`src/rtl/key_conditioner.sv`:
```
// Push-button conditioner: polarity normalise, 2-flop synchronise, debounce, strobes.
// `define KEY_TOGGLE_EN makes run_en a press-toggled register; otherwise run_en follows key_level.
module key_conditioner #(
    parameter int unsigned DEBOUNCE_CYCLES = 20000,
    parameter bit          KEY_ACTIVE_LOW  = 1'b1
) (
    input  logic       clk,
    input  logic       rst_n,
    input  logic       key,
    output logic       key_level,
    output logic       key_press,
    output logic       key_release,
    output logic       run_en,
    output logic [7:0] bounce_cnt
);

    localparam int unsigned CNT_W = $clog2(DEBOUNCE_CYCLES + 1);
    // Wait-state count on the edge that takes the final matching sample.
    localparam logic [CNT_W-1:0] CNT_LAST = CNT_W'(DEBOUNCE_CYCLES - 1);
    // A single sample is enough, so the stable states commit directly.
    localparam bit IMMEDIATE = (DEBOUNCE_CYCLES <= 1);

    typedef enum logic [1:0] {
        RELEASED,
        PRESS_WAIT,
        PRESSED,
        RELEASE_WAIT
    } state_t;

    state_t           state_q, state_d;
    logic [CNT_W-1:0] cnt_q, cnt_d;
    logic             level_q, level_d;
    logic             press_q, press_d;
    logic             release_q, release_d;
    logic [7:0]       bounce_q, bounce_d;
    logic [7:0]       bounce_inc;
    logic             key_norm;
    logic             sync_meta;
    logic             key_sync;

    assign key_norm = key ^ KEY_ACTIVE_LOW;

    // Two-flop synchroniser; both stages reset to the released value.
    always_ff @(posedge clk) begin
        if (!rst_n) begin
            sync_meta <= 1'b0;
            key_sync  <= 1'b0;
        end else begin
            sync_meta <= key_norm;
            key_sync  <= sync_meta;
        end
    end

    assign bounce_inc = (bounce_q == 8'hFF) ? bounce_q : bounce_q + 8'd1;

    always_comb begin
        state_d   = state_q;
        cnt_d     = cnt_q;
        level_d   = level_q;
        press_d   = 1'b0;
        release_d = 1'b0;
        bounce_d  = bounce_q;
        case (state_q)
            RELEASED: begin
                cnt_d = '0;
                if (key_sync) begin
                    if (IMMEDIATE) begin
                        state_d = PRESSED;
                        level_d = 1'b1;
                        press_d = 1'b1;
                    end else begin
                        state_d = PRESS_WAIT;
                        cnt_d   = CNT_W'(1);
                    end
                end
            end
            PRESS_WAIT: begin
                if (!key_sync) begin
                    state_d  = RELEASED;
                    cnt_d    = '0;
                    bounce_d = bounce_inc;
                end else if (cnt_q == CNT_LAST) begin
                    state_d = PRESSED;
                    cnt_d   = '0;
                    level_d = 1'b1;
                    press_d = 1'b1;
                end else begin
                    cnt_d = cnt_q + CNT_W'(1);
                end
            end
            PRESSED: begin
                cnt_d = '0;
                if (!key_sync) begin
                    if (IMMEDIATE) begin
                        state_d   = RELEASED;
                        level_d   = 1'b0;
                        release_d = 1'b1;
                    end else begin
                        state_d = RELEASE_WAIT;
                        cnt_d   = CNT_W'(1);
                    end
                end
            end
            RELEASE_WAIT: begin
                if (key_sync) begin
                    state_d  = PRESSED;
                    cnt_d    = '0;
                    bounce_d = bounce_inc;
                end else if (cnt_q == CNT_LAST) begin
                    state_d   = RELEASED;
                    cnt_d     = '0;
                    level_d   = 1'b0;
                    release_d = 1'b1;
                end else begin
                    cnt_d = cnt_q + CNT_W'(1);
                end
            end
            default: begin
                state_d = RELEASED;
                cnt_d   = '0;
            end
        endcase
    end

    always_ff @(posedge clk) begin
        if (!rst_n) begin
            state_q   <= RELEASED;
            cnt_q     <= '0;
            level_q   <= 1'b0;
            press_q   <= 1'b0;
            release_q <= 1'b0;
            bounce_q  <= 8'd0;
        end else begin
            state_q   <= state_d;
            cnt_q     <= cnt_d;
            level_q   <= level_d;
            press_q   <= press_d;
            release_q <= release_d;
            bounce_q  <= bounce_d;
        end
    end

`ifdef KEY_TOGGLE_EN
    logic run_q;

    // Flips on the same edge that registers the press strobe.
    always_ff @(posedge clk) begin
        if (!rst_n) begin
            run_q <= 1'b0;
        end else if (press_d) begin
            run_q <= ~run_q;
        end
    end

    assign run_en = run_q;
`else
    assign run_en = level_q;
`endif

    assign key_level   = level_q;
    assign key_press   = press_q;
    assign key_release = release_q;
    assign bounce_cnt  = bounce_q;

endmodule
```
`config.mk`:
```
export PLATFORM = sky130hd
export DESIGN_NAME = key_conditioner
export DESIGN_NICKNAME = d
export VERILOG_FILES = /design/src/rtl/key_conditioner.sv
export SDC_FILE = /design/constraint.sdc
export NUM_CORES = 1
export LEC_CHECK = 0
export BUFFER_PORTS_ARGS = -buffer_cell sky130_fd_sc_hd__clkbuf_2
export CAP_MARGIN = 0
export CORE_MARGIN = 2
export CORE_UTILIZATION = 44
export DETAILED_ROUTE_END_ITERATION = 12
export PLACE_DENSITY = 0.63
export REMOVE_ABC_BUFFERS = 1
export SETUP_SLACK_MARGIN = 0.05
export SYNTH_ARGS = -nofsm -noshare
export SYNTH_HDL_FRONTEND = slang
export SYNTH_SLANG_ARGS = --single-unit
```
`constraint.sdc`:
```
create_clock -name clk -period 2.3 [get_ports clk]
set_input_delay 0.115 -clock clk [delete_from_list [all_inputs] [get_ports clk]]
set_output_delay 0.115 -clock clk [all_outputs]
set_load 0.01 [all_outputs]
```
# Word level (Yosys, flattened, before mapping)
# Index checks and enable logic that the tools add are counted.
[totals] register_bits=30 latchBits=0 ramBits=0 rom_bits=0 memories=0
[classes] n_addsub=2 n_mul=0 n_div=0 n_lt_le_gt_ge=0 n_eq_ne=15 shifts=0 muxes=23 n_bitwise=3 reduce_logical=7
[ops] op="one-hot mux 15 bit (4 select lines)" n=1
[ops] op="2-to-1 mux 15 bit" n=3
[ops] op="2-to-1 mux 8 bit" n=3
[ops] op="!= test 2 bit (second input constant)" n=8
[ops] op="one-hot mux 8 bit (2 select lines)" n=1
[ops] op="adder 15 x 1 -> 15 bit (second input constant)" n=1
[ops] op="== test 15 bit (second input constant)" n=1
[ops] op="2-to-1 mux 2 bit" n=6
[ops] op="adder 8 x 1 -> 8 bit (second input constant)" n=1
[ops] op="== test 8 bit (second input constant)" n=1
[ops] op="one-hot mux 2 bit (4 select lines)" n=1
[ops] op="2-to-1 mux 1 bit" n=7
[ops] op="!= test 3 bit (second input constant)" n=2
[ops] op="AND reduction 3 bit" n=2
[ops] op="AND reduction 5 bit" n=1
[ops] op="== test 2 bit (second input constant)" n=2
[ops] op="AND reduction 4 bit" n=1
[ops] op="inverter 1 bit" n=3
[ops] op="OR reduction 3 bit" n=1
[ops] op="== test 2 x 1 -> 1 bit (second input constant)" n=1
[ops] op="zero test 2 bit" n=1
[ops] op="one-hot mux 1 bit (2 select lines)" n=1
[ops] op="nonzero test 2 bit" n=1

# Longest topological paths before layout
[depth] word_depth=4 ltp_mapped=8 mapped_depth_nobuf=5

# Least setup slack after synthesis
# Ideal clock, no wire load.
[synth_timing] path_type="register to register" startpoint="reg cnt_q[0]" endpoint="reg cnt_q[6]" setup_time_ns=0.062 t_arrival_ns=1.786 t_required_ns=2.238 slack_ns=0.453 path_stages_with_launch=9 synth_period_minus_slack_ns=1.847 path_cell_list="dfxtp_1 > ha_1 > and4_4 > buf_6 > and4_4 > or4_4 > buf_6 > buf_12 > nor2_4"
[synth_between] elab_chain_len=4 word_cells_on_any_way=6
[synth_rtl] element="start, declared" line="31" text="logic [CNT_W-1:0] cnt_q, cnt_d;"
[synth_rtl] element="start signal, assigned" line="135" text="cnt_q <= cnt_d;"
[synth_rtl] element="adder 15 x 1 -> 15 bit / == test 15 bit (equally long branches)"
[synth_rtl] element="2-to-1 mux 15 bit *" line="82, 109"
[synth_rtl] element="2-to-1 mux 15 bit, on equally long branches" line="105, 78"
[synth_rtl] element="one-hot mux 15 bit (4 select lines) *" line="63" text="case (state_q)"
# Every way passes the cells marked *; elsewhere a longest branch is shown, timed or not.
# A chain may end at the register's enable or synchronous reset.

# Worst setup path in the final report
[layout_timing] startpoint="reg cnt_q[0]" endpoint="reg cnt_q[2]"
# The elaborated chain is that of the path after synthesis.

==> impl_summary.txt <==
----------------------------------------------------
[Run status]
  Run status ... finished clean

[Routing]
  DRC ... 0
  Antenna-violating nets left ... 0
  DR vias ... approximately 1100
  Avg Vias per Cell ... 5.27
  Initial DRC Count ... 58
  Total wirelength of the detailed-routed design ... 2.49 mm
  Mean routed wirelength per cell ... 12.2 um
  First-pass iteration count of the detailed router ... 4

[STA]
  Number of setup violations in the final report ... 0
  Final Hold Fails ... 0
  Setup tns final ... 0 ns
  Final-report max-slew violation count ... 0
  Final Cycle Share ... 79.5%
  Worst-margin pin slew ... 0.491 ns
  Final Critical Period ... 1.83 ns
  Maximum operating frequency ... 0.547 GHz
  Clock Skew ... between 0.01 and 0.015 ns
  Rel. slew slack ... 66.9%
  RSZ-0062 raised after global routing ... false

[Yosys]
  Cells taking the most area after synthesis ... sky130_fd_sc_hd__dfxtp_1 43%, sky130_fd_sc_hd__xor2_1 9.3%, sky130_fd_sc_hd__nor2_4 7.2%
  Number of distinct library cell variants in the gate-level netlist after synthesis ... 34
  Post-synth top flop ... sky130_fd_sc_hd__dfxtp_1
  Mapped Cells ... 144
  Post-synthesis compound-gate area fraction ... 5.68%
  Area fraction of the dominant cell type after synthesis ... 42.6%
  Post-synthesis sequential area ratio ... 42.6%
  Synthesized-area fraction occupied by xor and xnor cells ... 10.6%
  Post-synthesis instance area ... 1410 um^2
  Largest family of logic cells by synthesized area ... simple AND/OR/NAND/NOR gates
  Simple-gate area share of the yosys netlist ... 31.8%
  Largest area contributor in the synthesized netlist ... sky130_fd_sc_hd__dfxtp_1
  Number of flops mapped to enable cells by yosys ... 0
  Share of flip-flops with an asynchronous set or reset ... 0%
  Per-instance average area after synthesis ... 9.78 um^2
  Post-synthesis mux area share ... under 10%
  Synthesized-area fraction occupied by adder cells ... 1.78%
  Number of warnings printed during yosys synthesis ... 0
  Number of storage elements in the synthesis netlist ... 30

[Clock tree]
  Number of H-tree levels ... 2
  CTS Buffer Depth ... 2
  Root Buffer Master ... sky130_fd_sc_hd__clkbuf_4
  Inserted Clock Buffers ... 5
  Worst-skew pair later-pin latency ... 0.33 ns
  Clock slew at the register clock pins of the worst setup and hold paths ... 0.10 ns
  TritonCTS clock tree ... yes
  CTS sink cnt ... 30

[Cells and area]
  Most frequent cells in the layout ... 30 x sky130_fd_sc_hd__dfxtp_1, 15 x sky130_fd_sc_hd__xor2_1, 14 x sky130_fd_sc_hd__clkbuf_2
  Antenna Diode Count ... 0
  Leading cell type in the layout, fill and taps excluded ... sky130_fd_sc_hd__dfxtp_1
  Total number of nets in the final design ... between 150 and 200
  Area Overhead vs Synth ... 11.1%
  Total of fill cells in the finished design ... roughly 300
  Layout cell share with drive strength beyond 1 ... 21.7%
  Final design utilization ... about half

[Floorplanning]
  Core area ... 3050 um^2
  Area of the die ... 3670 um^2
  Number of top-level design ports ... 15
  Rows ... 20
  Die height ... 60.6 um
  Horizontal die dimension ... 60.6 um
  Initial cell density of the core ... 46.1%

[Global routing]
  Vias in the first global route ... just under 1000
  First-pass GRT wire length ... about 4.3 mm
  Total global-route track usage ... 15.8%
  Number of antenna violations at the first check in global routing ... 0
  Total congestion overflow after global routing ... 0
  Maximum number of pins on one net before global-route repair ... 15

[Power and ir drop]
  Worst supply voltage drop on vdd ... 0.301 mV
  Share of total power in the clock network ... between 40% and 50%
  Psw ... just under 0.2 mW
  Leakage power of the design ... 0.578 nW
  Internal power ... 0.742 mW
  Switching Share ... around a fifth
  Power Dens Cells ... 601 nW/um^2
  Part of the total power dissipated in sequential elements ... 56.2%
  Comb power frac ... about 2.5%

[Critical path]
  Worst R2R End ... cnt_q[2]
  Capturing element type of the critical path ... register
  Signal arrival time at the worst endpoint ... 2.09 ns
  Worst Setup Path Type ... reg2reg
  Worst Reg-to-Reg Cells ... 5
  Category of the worst setup path launch point ... register
  Register-to-register setup slack ... approximately 0.47 ns
  Critical-path maximum fanout ... 14
  Worst EP required ... 2.56 ns
  Reg-to-Reg Start ... cnt_q[0]

[Flow run]
  Max-cap violation count ... 0

[Hold path]
  Hold wc startpoint ... rst_n
  Cell depth of the worst min-delay path ... 2
  Hold endpoint ... bounce_cnt[3]
  Class of the most critical hold timing path ... in2reg

[Placed design]
  Final weighted congestion in routability-driven placement ... 0.787
  HPWL after DPL ... 1.77 mm
  Number of buffers added on ports ... 14

----------------------------------------------------
layout make-up:
class	count	area [um^2]	area share [%]
Inverter	5	18.8	1.20
Timing Repair Buffer	15	80.1	5.12
Clock buffer	8	78.8	5.04
Sequential cell	30	601	38.4
Multi-Input combinational cell	103	732	46.8
Tap cell	44	55.1	3.52
cells in the mapped netlist (all sizes together) (3+ instances only):
cell type   n
and3        7
xor2       15
and4        5
dfxtp      30
inv         4
nand4       8
nand3      12
o21ai       6
nand2       4
nor2       20
buf         4
mux2i       3
how the worst max path moves through the flow:
stage / from / to / cells past startpoint
after floorplan: cnt_q[0] / cnt_q[2] / 5
after global placement: cnt_q[0] / cnt_q[2] / 5
after detailed placement: cnt_q[0] / cnt_q[2] / 5
after CTS: cnt_q[0] / cnt_q[2] / 5
after global routing: bounce_cnt[0] / bounce_cnt[1] / 5
final: cnt_q[0] / cnt_q[2] / 5
critical path, cell delays in order (launching register included):
cell	delay [ns]
sky130_fd_sc_hd__dfxtp_1	0.34
sky130_fd_sc_hd__ha_1	0.24
sky130_fd_sc_hd__and4_4	0.23
sky130_fd_sc_hd__and4_4	0.19
sky130_fd_sc_hd__or4_4	0.60
sky130_fd_sc_hd__nor2_1	0.15
stage by stage:
step	setup slack, ns	cell area, um^2	hold WS, ns	instances	total power [mW]
after CTS	0.467	1570	0.0636	205	0.953
after detailed placement	0.489	1480	0.269	196	0.563
after global routing	0.345	1570	0.0868	205	0.985
after floorplan	0.600	1350	0.182	138	0.553
after global placement	0.541	1480	0.266	196	0.563
final	0.471	1570	0.0745	205	0.941
flip-flops by register name, summed over array words and instances, names as in the netlist, named ones only:
register and cells:
cnt_q 15, bounce_cnt 8, key_level 1, key_press 1, key_release 1, key_sync 1, state_q 1, sync_meta 1
per-layer routing:
layer  track usage [%]  part of all wire [%]
met5                 0                     0
met1              19.4                    47
met2              25.0                    46
met3              5.76                   4.5
met4              6.52                   1.7
cells by family (layout without fill, tap and decap cells):
family / after synthesis / in the layout
AO/OA/AOI/OAI: 13 / 13
XOR/XNOR: 17 / 17
adder cells (fa/ha/maj): 2 / 2
buffers and inverters: 11 / 28
flip-flops: 30 / 30
multiplexers: 3 / 3
AND/OR/NAND/NOR: 68 / 68
power groups by stage:
stage                     logic (mW)  registers [mW]  clock network [mW]
after global placement        0.0215           0.541                   0
after CTS                     0.0236           0.529               0.400
final                         0.0233           0.529               0.389
after global routing          0.0266           0.530               0.428
after detailed placement      0.0221           0.541                   0
after floorplan               0.0104           0.542                   0
what timing repair did:
action,in CTS,in global routing
resized for setup,0,0
hold buffers,1,0
buffers inserted,0,0
hold endpoints to repair,1,0
Note: power is estimated with default switching activity, not from simulation.
